===== config.mk =====
export PLATFORM = sky130hd
export DESIGN_NAME = cache_refill_arbiter
export DESIGN_NICKNAME = d
export VERILOG_FILES = /design/src/rtl/cache_refill_arbiter_pkg.sv /design/src/rtl/refill_rr_arb.sv /design/src/rtl/cache_refill_arbiter.sv
export SDC_FILE = /design/constraint.sdc
export NUM_CORES = 1
export LEC_CHECK = 0
export ABC_AREA = 1
export CORE_UTILIZATION = 45
export CTS_BUF_LIST = sky130_fd_sc_hd__clkbuf_8
export CTS_CLUSTER_DIAMETER = 80
export DETAILED_ROUTE_END_ITERATION = 10
export GPL_ROUTABILITY_DRIVEN = 0
export PLACE_DENSITY = 0.95
export SLEW_MARGIN = 20
export SYNTH_ARGS = -nofsm -noshare
export SYNTH_HDL_FRONTEND = slang
export SYNTH_SLANG_ARGS = --single-unit

===== constraint.sdc =====
create_clock -name clk -period 9.8 [get_ports clk]
set_input_delay 1.96 -clock clk [delete_from_list [all_inputs] [get_ports clk]]
set_output_delay 1.96 -clock clk [all_outputs]
set_load 0.005 [all_outputs]

===== src/rtl/cache_refill_arbiter_pkg.sv =====
// cache_refill_arbiter_pkg: shared states, requester ids, tag field offsets and default widths
package cache_refill_arbiter_pkg;
  localparam int ADDR_W_DEF = 5;
  localparam int LINE_W_DEF = 128;
  localparam int TAG_W_DEF = 9;
  localparam int MAX_WAIT_DEF = 15;
  localparam int VALID_BIT = 0;
  localparam int LINE_LSB = 2;
  localparam int AGE_LSB = 5;
  typedef enum logic [1:0] {IDLE, REQ, FILL} state_t;
  typedef enum logic {REQ_DC, REQ_IC} req_id_t;
endpackage


===== src/rtl/refill_rr_arb.sv =====
// refill_rr_arb: 2-way round-robin arbiter (req_dc/req_ic in, one-hot gnt {ic,dc} out, last grant updated on accept)
module refill_rr_arb
  import cache_refill_arbiter_pkg::*;
(
  input  logic       clk,
  input  logic       rst,
  input  logic       req_dc,
  input  logic       req_ic,
  input  logic       accept,
  output logic [1:0] gnt
);
  req_id_t last_grant;
  always_comb gnt = (req_dc && req_ic) ? ((last_grant == REQ_IC) ? 2'b01 : 2'b10) : {req_ic, req_dc};
  always_ff @(posedge clk or posedge rst)
    if (rst) last_grant <= REQ_IC;
    else if (accept && |gnt) last_grant <= gnt[0] ? REQ_DC : REQ_IC;
endmodule


===== src/rtl/cache_refill_arbiter.sv =====
// cache_refill_arbiter: arbitrates dc/ic misses onto one memory line port, sequences REQ/FILL, returns line+tag via fill strobes, drives stall/busy/timeout_err
module cache_refill_arbiter
  import cache_refill_arbiter_pkg::*;
#(
  parameter int ADDR_W = ADDR_W_DEF,
  parameter int LINE_W = LINE_W_DEF,
  parameter int TAG_W = TAG_W_DEF,
  parameter int MAX_WAIT = MAX_WAIT_DEF
) (
  input  logic              clk,
  input  logic              rst,
  input  logic              dc_miss,
  input  logic [ADDR_W-1:0] dc_miss_addr,
  input  logic              ic_miss,
  input  logic [ADDR_W-1:0] ic_miss_addr,
  output logic              mem_req,
  output logic [ADDR_W-3:0] mem_addr,
  input  logic              mem_ack,
  input  logic [LINE_W-1:0] mem_rdata,
  output logic              dc_fill,
  output logic              ic_fill,
  output logic [LINE_W-1:0] fill_line,
  output logic [TAG_W-1:0]  fill_tag,
  output logic              stall,
  output logic              busy,
  output logic              timeout_err
);
  state_t state, state_n;
  req_id_t id, id_n;
  logic [3:0] cnt, cnt_n;
  logic [1:0] gnt;
  logic mem_req_n, dc_fill_n, ic_fill_n, terr_n;
  logic [ADDR_W-3:0] addr_n;
  logic [LINE_W-1:0] line_n;
  logic [TAG_W-1:0] tag_n, new_tag;
  logic unused_offsets;
  assign unused_offsets = ^{dc_miss_addr[1:0], ic_miss_addr[1:0]};
  assign busy = state != IDLE;
  assign stall = dc_miss | busy;
  refill_rr_arb u_arb (
    .clk(clk),
    .rst(rst),
    .req_dc(dc_miss),
    .req_ic(ic_miss),
    .accept(state == IDLE),
    .gnt(gnt)
  );
  always_comb begin
    new_tag = '0;
    new_tag[VALID_BIT] = 1'b1;
    new_tag[AGE_LSB +: 3] = 3'b000;
    new_tag[LINE_LSB +: 3] = mem_addr[2:0];
    state_n = state;
    id_n = id;
    cnt_n = cnt;
    mem_req_n = mem_req;
    addr_n = mem_addr;
    line_n = fill_line;
    tag_n = fill_tag;
    dc_fill_n = 1'b0;
    ic_fill_n = 1'b0;
    terr_n = 1'b0;
    case (state)
      IDLE: if (|gnt) begin
        state_n = REQ;
        mem_req_n = 1'b1;
        cnt_n = '0;
        id_n = gnt[0] ? REQ_DC : REQ_IC;
        addr_n = gnt[0] ? dc_miss_addr[ADDR_W-1:2] : ic_miss_addr[ADDR_W-1:2];
      end
      REQ: if (mem_ack) begin
        state_n = FILL;
        mem_req_n = 1'b0;
        cnt_n = '0;
        line_n = mem_rdata;
        tag_n = new_tag;
        dc_fill_n = id == REQ_DC;
        ic_fill_n = id == REQ_IC;
      end else if (cnt == 4'(MAX_WAIT - 1)) begin
        state_n = IDLE;
        mem_req_n = 1'b0;
        cnt_n = '0;
        terr_n = 1'b1;
      end else cnt_n = cnt + 4'd1;
      FILL: begin
        state_n = IDLE;
        cnt_n = '0;
      end
      default: state_n = IDLE;
    endcase
  end
  always_ff @(posedge clk or posedge rst)
    if (rst) begin
      state <= IDLE;
      id <= REQ_DC;
      cnt <= '0;
      mem_req <= 1'b0;
      mem_addr <= '0;
      fill_line <= '0;
      fill_tag <= '0;
      dc_fill <= 1'b0;
      ic_fill <= 1'b0;
      timeout_err <= 1'b0;
    end else begin
      state <= state_n;
      id <= id_n;
      cnt <= cnt_n;
      mem_req <= mem_req_n;
      mem_addr <= addr_n;
      fill_line <= line_n;
      fill_tag <= tag_n;
      dc_fill <= dc_fill_n;
      ic_fill <= ic_fill_n;
      timeout_err <= terr_n;
    end
endmodule


### Word-level counts from Yosys, hierarchy flattened

Cells that the tools add are included.

| storage, ports and cells | value |
|---|---|
| register bits | 147 |
| bits of input ports | 143 |
| output and inout port bits | 146 |
| logic and storage cells | 54 |

| cells by class | value |
|---|---|
| reduce and logical (&&, ||, !) cells | 12 |
| bitwise logic cells | 2 |
| equality and inequality tests | 5 |
| muxes and demuxes | 23 |
| $add $sub $neg | 1 |

Operators with widths:

| kind | number |
|---|---|
| $mux 4 | 3 |
| $pmux 4 s3 | 1 |
| $mux 1 | 11 |
| $mux 2 | 5 |
| $reduce_and 2->1 | 4 |
| $add 4x1->4 const B | 1 |
| $eq 4x4->1 const B | 1 |
| $pmux 2 s2 | 1 |
| $reduce_bool 2->1 | 2 |
| $mux 3 | 1 |
| $ne 3x3->1 const B | 1 |
| $reduce_and 3->1 | 1 |
| $reduce_bool 3->1 | 1 |
| $eq 2x1->1 const B | 1 |
| $eq 2x2->1 const B | 1 |
| $logic_and 1x1->1 | 2 |
| $logic_not 2->1 | 1 |
| $ne 2x2->1 const B | 1 |
| $pmux 1 s2 | 1 |
| $reduce_or 2->1 | 1 |
| $not 1->1 | 1 |
| $or 1x1->1 | 1 |

### Logic depth before layout (Yosys ltp)

Gate-level depths: netlist of run 1.

| depth | value |
|---|---|
| depth after elaboration | 5 |
| depth in mapped cells | 9 |
| gate-level depth less buffers | 8 |

### By module

From an unflattened synthesis of run 1, not the netlist that was laid out.

| unflattened totals | value |
|---|---|
| cells, all modules | 645 |
| area, all modules | 5769.3 um^2 |

By module, submodules not included:

| module | area each (um^2) | seq. area each (um^2) | times used | cells an instance |
|---|---|---|---|---|
| cache_refill_arbiter | 5704.2 | 3653.5 | 1 | 636 |
| refill_rr_arb | 65.1 | 26.3 | 1 | 9 |

### Worst setup path before layout of run 1

No wires, ideal clock.

| path | value |
|---|---|
| kind | input-to-output |
| start | input dc_miss |
| end | output stall |
| slack | 5797 ps |
| stages on the path | 2 |
| arrival time | 2043 ps |
| path buffers | 0 |
| required time | 7840 ps |
| cell sequence | inv_1 > nand2_1 |

| on the way | value |
|---|---|
| longest elaborated chain between the ends | 1 |

RTL lines:

| what | RTL line | source |
|---|---|---|
| start, declared | cache_refill_arbiter.sv:12 | `input logic dc_miss,` |
| $or 1x1->1 | cache_refill_arbiter.sv:39 | `assign stall = dc_miss \| busy;` |
| end, declared | cache_refill_arbiter.sv:24 | `output logic stall,` |

No other way between the ends.

### Final worst setup path of run 1

Ends and elaborated chain as after synthesis.

==> results.json, run 1 <==
{
  "dieArea_sq_um": 13200,
  "cp_data_arrival_time_ns": 3.11,
  "cts_buffers": 17,
  "syn-mean-instance-area_sq_um": 8.81,
  "r2r-start": "state[1]$_DFFE_PP0P_",
  "synth_xor_area_frac": 0.00153,
  "hold_path.class": "register to register",
  "slew_viol_final": 0,
  "drc_errors": 0,
  "post_cts_resized": 0,
  "synthToLayoutAreaGrowth_pct": 55.9,
  "synth-simple-area-share": 0.297,
  "r2r_cells": 8,
  "gr-total-overflow": 0,
  "start_kind": "input pin",
  "grt_max_degree": 84,
  "hold_path_end": "dc_fill$_DFF_PP0_",
  "ys_seq_area_frac": 0.642,
  "layout.area.seq_sq_um": 3680,
  "required_ns": 7.84,
  "post_cts_buffers": 0,
  "fin_nets": 1068,
  "firstDrtPassIters": 4,
  "crit_fanout": 3,
  "rsz0062_at_grt": "no",
  "synth_compound_area_frac": 0.00349,
  "vias_per_cell": 4.71,
  "finalCriticalPeriod_ns": 5.07,
  "end_kind": "output pin",
  "die_h_um": 115,
  "r2r_end": "fill_line[68]$_DFFE_PP0P_",
  "die_w_um": 115,
  "num_rows": 40,
  "syn-cell-area_sq_um": 5730,
  "dp.final_hpwl_um": 11600,
  "io_buffer_count": 279,
  "tightest_slew_ns": 0.827,
  "postCtsHoldBufs": 0,
  "drive_gt1_frac": 0.0439,
  "grtUsageTotal": 0.258,
  "finalCoreUtilization": 0.731,
  "ys_types": 19,
  "grt_pass1_vias": 5175,
  "grt_pass1_wl_um": 25600,
  "worst_ir_drop_vdd_mv": 0.183,
  "clockRootBuffer": "clkbuf_8",
  "via_count": 5199,
  "cts_sinks": 147,
  "clk_latency_ns": 0.44,
  "n_fill_cell": 853,
  "antennaDiodeCount": 0,
  "fmax_mhz": 197,
  "hold_path_depth": 1,
  "synthCells": 650,
  "min_from": "id$_DFFE_PP0P_",
  "synthMuxAreaShare": 0,
  "leakagePower_uw": 0.00447,
  "max_slew_margin": 0.448,
  "io_pins": 289,
  "multi_input_area_sq_um": 1770,
  "antenna_found_initial": 0,
  "synth_adder_area_share": 0.00437,
  "ant_nets": 0,
  "initial_core_util": 0.469,
  "drt-initial-drc-count": 330,
  "clock_skew_ns": 0.00984,
  "wl_per_cell_um": 15.3,
  "drt_wl_total_um": 16800,
  "setup_viol": 0,
  "period_share": 0.518,
  "cts_tree": "yes",
  "cts_htree_levels": 4,
  "drv_cap": 0,
  "fp.coreArea_sq_um": 12200,
  "ys_ff_latch": 147,
  "hold_violations": 0,
  "ys_warn_count": 0,
  "crit_type": "input pin to output pin",
  "path_clk_slew_ns": 0.07,
  "power.density_nw_per_um2": 289,
  "synth_top_family_by_area": "simple AND/OR/NAND/NOR gates",
  "clockBufferDepth": 2,
  "status": "finished clean",
  "rrSetupSlack_ns": 6.99,
  "setup_tns_ns": 0
}
-- sequential cells by signal, indices dropped and copies added, names as in the netlist, 2 cells and up --
register,count
cnt,4
state,2
fill_line,128
mem_addr,3
fill_tag,4
-- per-stage QoR --
stage / area [sq um] / power (uW) / cells / hold WS, ns / worst slack, ns
5_1_grt: 8930 / 2760 / 1103 / 0.438 / 4.70
4_1_cts: 8900 / 2590 / 1102 / 0.429 / 4.75
6_report: 8930 / 2580 / 1103 / 0.429 / 4.73
2_1_floorplan: 5740 / 1450 / 654 / 0.403 / 3.89
3_3_place_gp: 8540 / 2110 / 1071 / 0.409 / 4.78
3_5_place_dp: 8540 / 2160 / 1071 / 0.432 / 4.75
-- layout by cell type, fill, tap and decap left out, drive strengths merged --
cell type | netlist | final
nand2 | 433 | 433
clkdlybuf4s50 | 0 | 279
dfrtp | 146 | 146
clkbuf | 0 | 22
inv | 15 | 15
nor2 | 7 | 7
conb | 1 | 5
clkinv | 0 | 5
o21ai | 4 | 4
clkinvlp | 0 | 4
buf | 33 | 4
nand3 | 3 | 3
nand4 | 2 | 2
ha | 2 | 2
nor3 | 1 | 1
or2 | 1 | 1
xor2 | 1 | 1
dfstp | 1 | 1
-- power breakdown --
| part | internal (uW) | total [uW] | switching [uW] |
|---|---|---|---|
| Clock | 205 | 424 | 219 |
| Sequential | 883 | 1050 | 162 |
| Combinational | 630 | 1110 | 484 |
| Total | 1720 | 2580 | 865 |
-- critical path: stages --
cell and delay, ns:
clkdlybuf4s50_1 0.51, inv_1 0.05, nand2_1 0.07, clkdlybuf4s50_1 0.52
-- cell usage after synthesis --
cell type  instances  area [sq um]
conb_1             1          3.75
ha_1               2          25.0
nand4_1            2          12.5
nor2_1             6          22.5
nand2_1          432          1620
inv_1             13          48.8
buf_2             19          95.1
inv_2              2          7.51
or2_1              1          6.26
nor2_2             1          6.26
nand3_1            3          15.0
xor2_1             1          8.76
buf_4              5          37.5
nor3_1             1          5.00
dfrtp_1          146          3650
nand2_4            1          11.3
o21ai_0            4          20.0
buf_6              9           101
dfstp_2            1          26.3
-- cell type report --
cell class	instances	share of cell area
flip-flops and latches	147	0.412
repair buffers	283	0.318
clock buffers	22	0.0339
inverters	15	0.00715
multi-input cells	459	0.199
clock inverters	9	0.00617
well taps	168	0.0235
-- worst max path at each step --
| stage | to | from | cells after the start | slack [ns] |
|---|---|---|---|---|
| after detailed placement | stall | dc_miss | 4 | 4.75 |
| after global routing | stall | dc_miss | 4 | 4.70 |
| after floorplan | cnt[0]$_DFFE_PP0P_ | rst | 1 | 3.89 |
| after CTS | stall | dc_miss | 4 | 4.75 |
| final | stall | dc_miss | 4 | 4.73 |
| after global placement | stall | dc_miss | 4 | 4.78 |
-- logic make-up (layout without fill, tap and decap cells) --
| kind of cell | Yosys count | after routing |
|---|---|---|
| simple gates | 447 | 447 |
| flops | 147 | 147 |
| other cells | 1 | 5 |
| xor+xnor | 1 | 1 |
| buf+inv | 48 | 329 |
| compound gates | 4 | 4 |
| fa+ha+maj | 2 | 2 |
-- layer usage --
layer,track usage,vias up,share of wire
li1,-,2471,-
met2,0.452,233,0.51
met1,0.281,2460,0.37
met5,0,-,0
met3,0.0996,35,0.098
met4,0.107,0,0.027
Note: power is estimated with default switching activity, not from simulation.
==> run 2, diff against run 1 <==
CORE_UTILIZATION = 41   (was 45)
PLACE_DENSITY = 0.89   (was 0.95)
clock period = 5.3 ns   (was 9.8 ns; I/O delays follow)
==> run 2 against run 1 <==
Via count shrank 2.7%. Non-clock buffer count grew 1. Die area grew 9.6%. Flip-flop and latch count is the same. Clock skew shrank 0.0026 ns. Combinational power grew 83%. Largest cell class unchanged. Global-route usage shrank 3.0 points. Clock power grew 130%.
==> results.json, run 2 (synthesized netlist as in run 1, its figures left out) <==
{
  "instances_no_fill": 1113,
  "rsz0062_at_grt": "no",
  "p_comb_frac": 0.411,
  "power.density_nw_per_um2": 547,
  "multi_input_area_sq_um": 1770,
  "whs_ns": 0.433,
  "path_clk_slew_ns": 0.08,
  "vias_per_cell": 4.55,
  "post_cts_resized": 0,
  "slew_viol_final": 0,
  "die_w_um": 120,
  "power_switching_uw": 1570,
  "io_pins": 289,
  "top_register": "fill_line",
  "required_ns": 4.24,
  "dp.final_hpwl_um": 11100,
  "drv_cap": 0,
  "cp_data_arrival_time_ns": 2.17,
  "swShare": 0.318,
  "wl_per_cell_um": 14.3,
  "drc_errors": 0,
  "cpPeakStageDelay_ns": 0.50,
  "period_share": 0.610,
  "grt_pass1_wl_um": 25200,
  "n_fill_cell": 1024,
  "setup_viol": 0,
  "max_slew_margin": 0.418,
  "cts_sinks": 147,
  "hold_path.class": "register to register",
  "drt_wl_total_um": 15900,
  "leakagePower_uw": 0.00452,
  "crit_fanout": 3,
  "die_h_um": 120,
  "fp.coreArea_sq_um": 13500,
  "dieArea_sq_um": 14400,
  "p_int_uw": 3370,
  "clk_latency_ns": 0.44,
  "synthToLayoutAreaGrowth_pct": 57.6,
  "power_frac_seq": 0.389,
  "antenna_found_initial": 0,
  "num_rows": 42,
  "drive_gt1_frac": 0.0438,
  "drt-initial-drc-count": 256,
  "cts_tree": "yes",
  "gr-total-overflow": 0,
  "via_count": 5060,
  "antennaDiodeCount": 0,
  "p_clk_frac": 0.200,
  "dp.cells": 1081,
  "end_kind": "output pin",
  "initial_core_util": 0.426,
  "slowest_stage": "clkdlybuf4s50_1",
  "fin_nets": 1069,
  "grt_pass1_vias": 5232,
  "clockRootBuffer": "clkbuf_8",
  "largest_reg_flops": 128,
  "grt_max_degree": 100,
  "crit_top_cell": "clkdlybuf4s50_1",
  "start_kind": "input pin",
  "io_buffer_count": 279,
  "layout.area.seq_sq_um": 3680,
  "crit_type": "input pin to output pin",
  "grtUsageTotal": 0.228,
  "clock_skew_ns": 0.00725,
  "fmax_mhz": 310,
  "postCtsHoldBufs": 0,
  "ant_nets": 0,
  "post_cts_buffers": 0,
  "final_common_cell": "nand2_1",
  "hold_violations": 0,
  "layout_common_cells": "432 x nand2_1, 279 x clkdlybuf4s50_1, 146 x dfrtp_1",
  "top_regs": "fill_line x128, cnt x4, fill_tag x4",
  "clockBufferDepth": 2,
  "cts_htree_levels": 4,
  "worstPathCellList": "clkdlybuf4s50_1 -> inv_1 -> nand2_1 -> clkdlybuf4s50_1",
  "status": "finished clean",
  "worst_ir_drop_vdd_mv": 0.332,
  "tightest_slew_ns": 0.873,
  "setup_tns_ns": 0,
  "firstDrtPassIters": 4,
  "finalCriticalPeriod_ns": 3.23,
  "cts_buffers": 17
}
[run 2: worst max-delay path: cells and delay by family]
family,cells,cell delay (ns)
and+or+nand+nor,1,0.06
buffers and inverters,3,1.05
[run 2: power groups by stage]
stage	clock network (uW)	logic [uW]	registers [uW]
CTS	1020	2070	1920
global route	1070	2240	1980
floorplan	0	734	1950
detailed placement	0	2060	1920
global placement	0	2000	1910
finish	987	2030	1920
[run 2: area by class of cell]
cell class                 instances  area share
tap                              176      0.0244
timing repair buffer             284       0.314
clock inverter                    14      0.0236
clock buffer                      18      0.0274
sequential                       147       0.408
multi-input combinational        459       0.196
inverter                          15     0.00707
[run 2: per-layer routing]
| metal | track usage | vias up | wire length (um) |
|---|---|---|---|
| met2 | 0.386 | 222 | 7920 |
| met3 | 0.0835 | 21 | 1620 |
| li1 | - | 2483 | - |
| met1 | 0.262 | 2334 | 6090 |
| met5 | 0 | - | 0 |
| met4 | 0.0859 | 0 | 286 |
[run 2: per-stage QoR]
stage	total power, uW	util	setup WS [ns]	instance area, sq um
CTS	5010	0.671	2.07	9030
floorplan	2690	-	0.290	5740
detailed placement	3980	0.637	1.72	8570
global placement	3900	0.637	1.70	8570
finish	4940	0.671	2.07	9030
global route	5290	0.671	2.02	9030
[run 2: worst paths after layout]
check,startpoint,to,slack [ns],depth (start not counted)
max,dc_miss,stall,2.07,4
min,id$_DFFE_PP0P_,dc_fill$_DFF_PP0_,0.43,1
max reg2reg,state[1]$_DFFE_PP0P_,fill_line[71]$_DFFE_PP0P_,2.80,8
min reg2reg,id$_DFFE_PP0P_,dc_fill$_DFF_PP0_,0.43,1
max in group asynchronous,rst,fill_line[72]$_DFFE_PP0P_,3.17,3
min in group asynchronous,rst,fill_line[32]$_DFFE_PP0P_,1.19,2
==> run 3, diff against run 2 <==
clock period = 3 ns   (was 5.3 ns; I/O delays follow)
==> run 3 against run 2 <==
Critical path type unchanged. Flip-flop and latch count is the same. Clock power is 49% higher. Count of clock-buffer cells in the layout increased by 2. Critical endpoint unchanged. Highest routed layer unchanged. Via count up 0.36%. Cell area is essentially flat. Global-route usage fell by 0.43 points.
==> results.json, run 3 (synthesized netlist as in run 1, its figures left out) <==
{
  "tightest_slew_ns": 0.653,
  "power_switching_uw": 2780,
  "io_buffer_count": 279,
  "grtUsageTotal": 0.224,
  "status": "finished clean",
  "dieArea_sq_um": 14400,
  "ant_nets": 0,
  "path_clk_slew_ns": 0.08,
  "dp.final_hpwl_um": 10900,
  "drt-initial-drc-count": 218,
  "die_w_um": 120,
  "setup_viol": 0,
  "cpPeakStageDelay_ns": 0.49,
  "drc_errors": 0,
  "synthToLayoutAreaGrowth_pct": 57.4,
  "instances_no_fill": 1114,
  "crit_buf_inv": 3,
  "drt_wl_total_um": 15600,
  "antennaDiodeCount": 0,
  "antenna_found_initial": 0,
  "required_ns": 2.40,
  "top_regs": "fill_line x128, cnt x4, fill_tag x4",
  "fin_nets": 1070,
  "hold_path.class": "register to register",
  "crit_type": "input pin to output pin",
  "whs_ns": 0.445,
  "num_rows": 42,
  "start_kind": "input pin",
  "grt_max_degree": 134,
  "worstPathCellList": "clkdlybuf4s50_1 -> inv_1 -> nand2_1 -> clkdlybuf4s50_1",
  "layout_common_cells": "432 x nand2_1, 279 x clkdlybuf4s50_1, 146 x dfrtp_1",
  "period_share": 0.762,
  "hold_violations": 0,
  "p_comb_frac": 0.427,
  "n_fill_cell": 1042,
  "end_kind": "output pin",
  "final_common_cell": "nand2_1",
  "top_register": "fill_line",
  "crit_top_cell": "clkdlybuf4s50_1",
  "cp_data_arrival_time_ns": 1.68,
  "p_clk_frac": 0.174,
  "dp.cells": 1082,
  "slew_viol_final": 0,
  "cts_htree_levels": 4,
  "max_slew_margin": 0.564,
  "wl_per_cell_um": 14.0,
  "fmax_mhz": 438,
  "clockBufferDepth": 2,
  "die_h_um": 120,
  "grt_pass1_wl_um": 24800,
  "fp.coreArea_sq_um": 13500,
  "via_count": 5078,
  "post_cts_buffers": 0,
  "cts_sinks": 147,
  "cts_buffers": 17,
  "power_frac_seq": 0.399,
  "largest_reg_flops": 128,
  "clockRootBuffer": "clkbuf_8",
  "leakagePower_uw": 0.00450,
  "p_int_uw": 5700,
  "finalCriticalPeriod_ns": 2.28,
  "io_pins": 289,
  "postCtsHoldBufs": 0,
  "power.density_nw_per_um2": 940,
  "vias_per_cell": 4.56,
  "swShare": 0.328,
  "clock_skew_ns": 0.0111,
  "drive_gt1_frac": 0.0448,
  "initial_core_util": 0.426,
  "critPathTopFamily": "buffers and inverters",
  "grt_pass1_vias": 5176,
  "crit_fanout": 3,
  "clk_latency_ns": 0.44,
  "cts_tree": "yes",
  "firstDrtPassIters": 4,
  "setup_tns_ns": 0,
  "worst_ir_drop_vdd_mv": 0.513,
  "rsz0062_at_grt": "no",
  "slowest_stage": "clkdlybuf4s50_1",
  "gr-total-overflow": 0,
  "drv_cap": 0,
  "post_cts_resized": 0
}
-- run 3: cell count changes in the layout (fill, tap and decap cells not counted) --
cell / previous run / this run
clkinvlp_4: 2 / 5
bufinv_16: 5 / 1
clkinv_4: 4 / 2
clkbuf_8: 18 / 20
buf_4: 5 / 1
buf_12: 0 / 5
inv_6: 1 / 2
-- run 3: path summary, 6_finish.rpt --
check / endpoint / depth (start not counted) / slack [ns] / startpoint
worst max-delay path: stall / 4 / 0.72 / dc_miss
worst min-delay path: dc_fill$_DFF_PP0_ / 1 / 0.44 / id$_DFFE_PP0P_
worst max register to register: fill_line[44]$_DFFE_PP0P_ / 8 / 1.45 / state[1]$_DFFE_PP0P_
worst min register to register: dc_fill$_DFF_PP0_ / 1 / 0.44 / id$_DFFE_PP0P_
max in group asynchronous: u_arb.last_grant$_DFFE_PP1P_ / 3 / 1.92 / rst
min in group asynchronous: fill_line[0]$_DFFE_PP0P_ / 2 / 0.45 / rst
-- run 3: area by class of cell --
class,count,area (sq um),share of cell area
tap,176,220,0.0244
timing repair buffer,285,2900,0.322
sequential,147,3680,0.408
clock buffer,20,275,0.0305
clock inverter,12,108,0.0119
inverter,15,62.6,0.00694
multi-input combinational,459,1770,0.197
-- run 3: through the flow --
stage               cell area [sq um]  power [uW]  utilization  setup WS (ns)
global placement                 8640        6910        0.642          0.711
global route                     9020        9100        0.670          0.674
detailed placement               8640        7060        0.642          0.719
finish                           9020        8480        0.670          0.715
floorplan                        5750        4750            -          0.554
CTS                              9020        8590        0.670          0.711
-- run 3: worst reg2reg max path, stage by stage, from the launching register on --
cell	delay (ns)
dfrtp_1	0.40
inv_1	0.06
nand2_1	0.08
inv_2	0.10
nand2_4	0.07
inv_4	0.27
buf_4	0.34
nand2_1	0.12
nand2_1	0.07
-- run 3: layer usage --
| metal | share of wire | up-vias | global-route usage |
|---|---|---|---|
| li1 | - | 2484 | - |
| met1 | 0.39 | 2351 | 0.252 |
| met2 | 0.49 | 219 | 0.377 |
| met3 | 0.10 | 24 | 0.0858 |
| met4 | 0.019 | 0 | 0.0953 |
| met5 | 0 | - | 0 |
-- run 3: power by group through the flow --
stage	clock network (uW)	logic, uW	registers, uW
after floorplan	0	1300	3450
after global placement	0	3550	3360
after detailed placement	0	3660	3400
after CTS	1520	3680	3390
after global routing	1610	4010	3490
final	1470	3620	3380
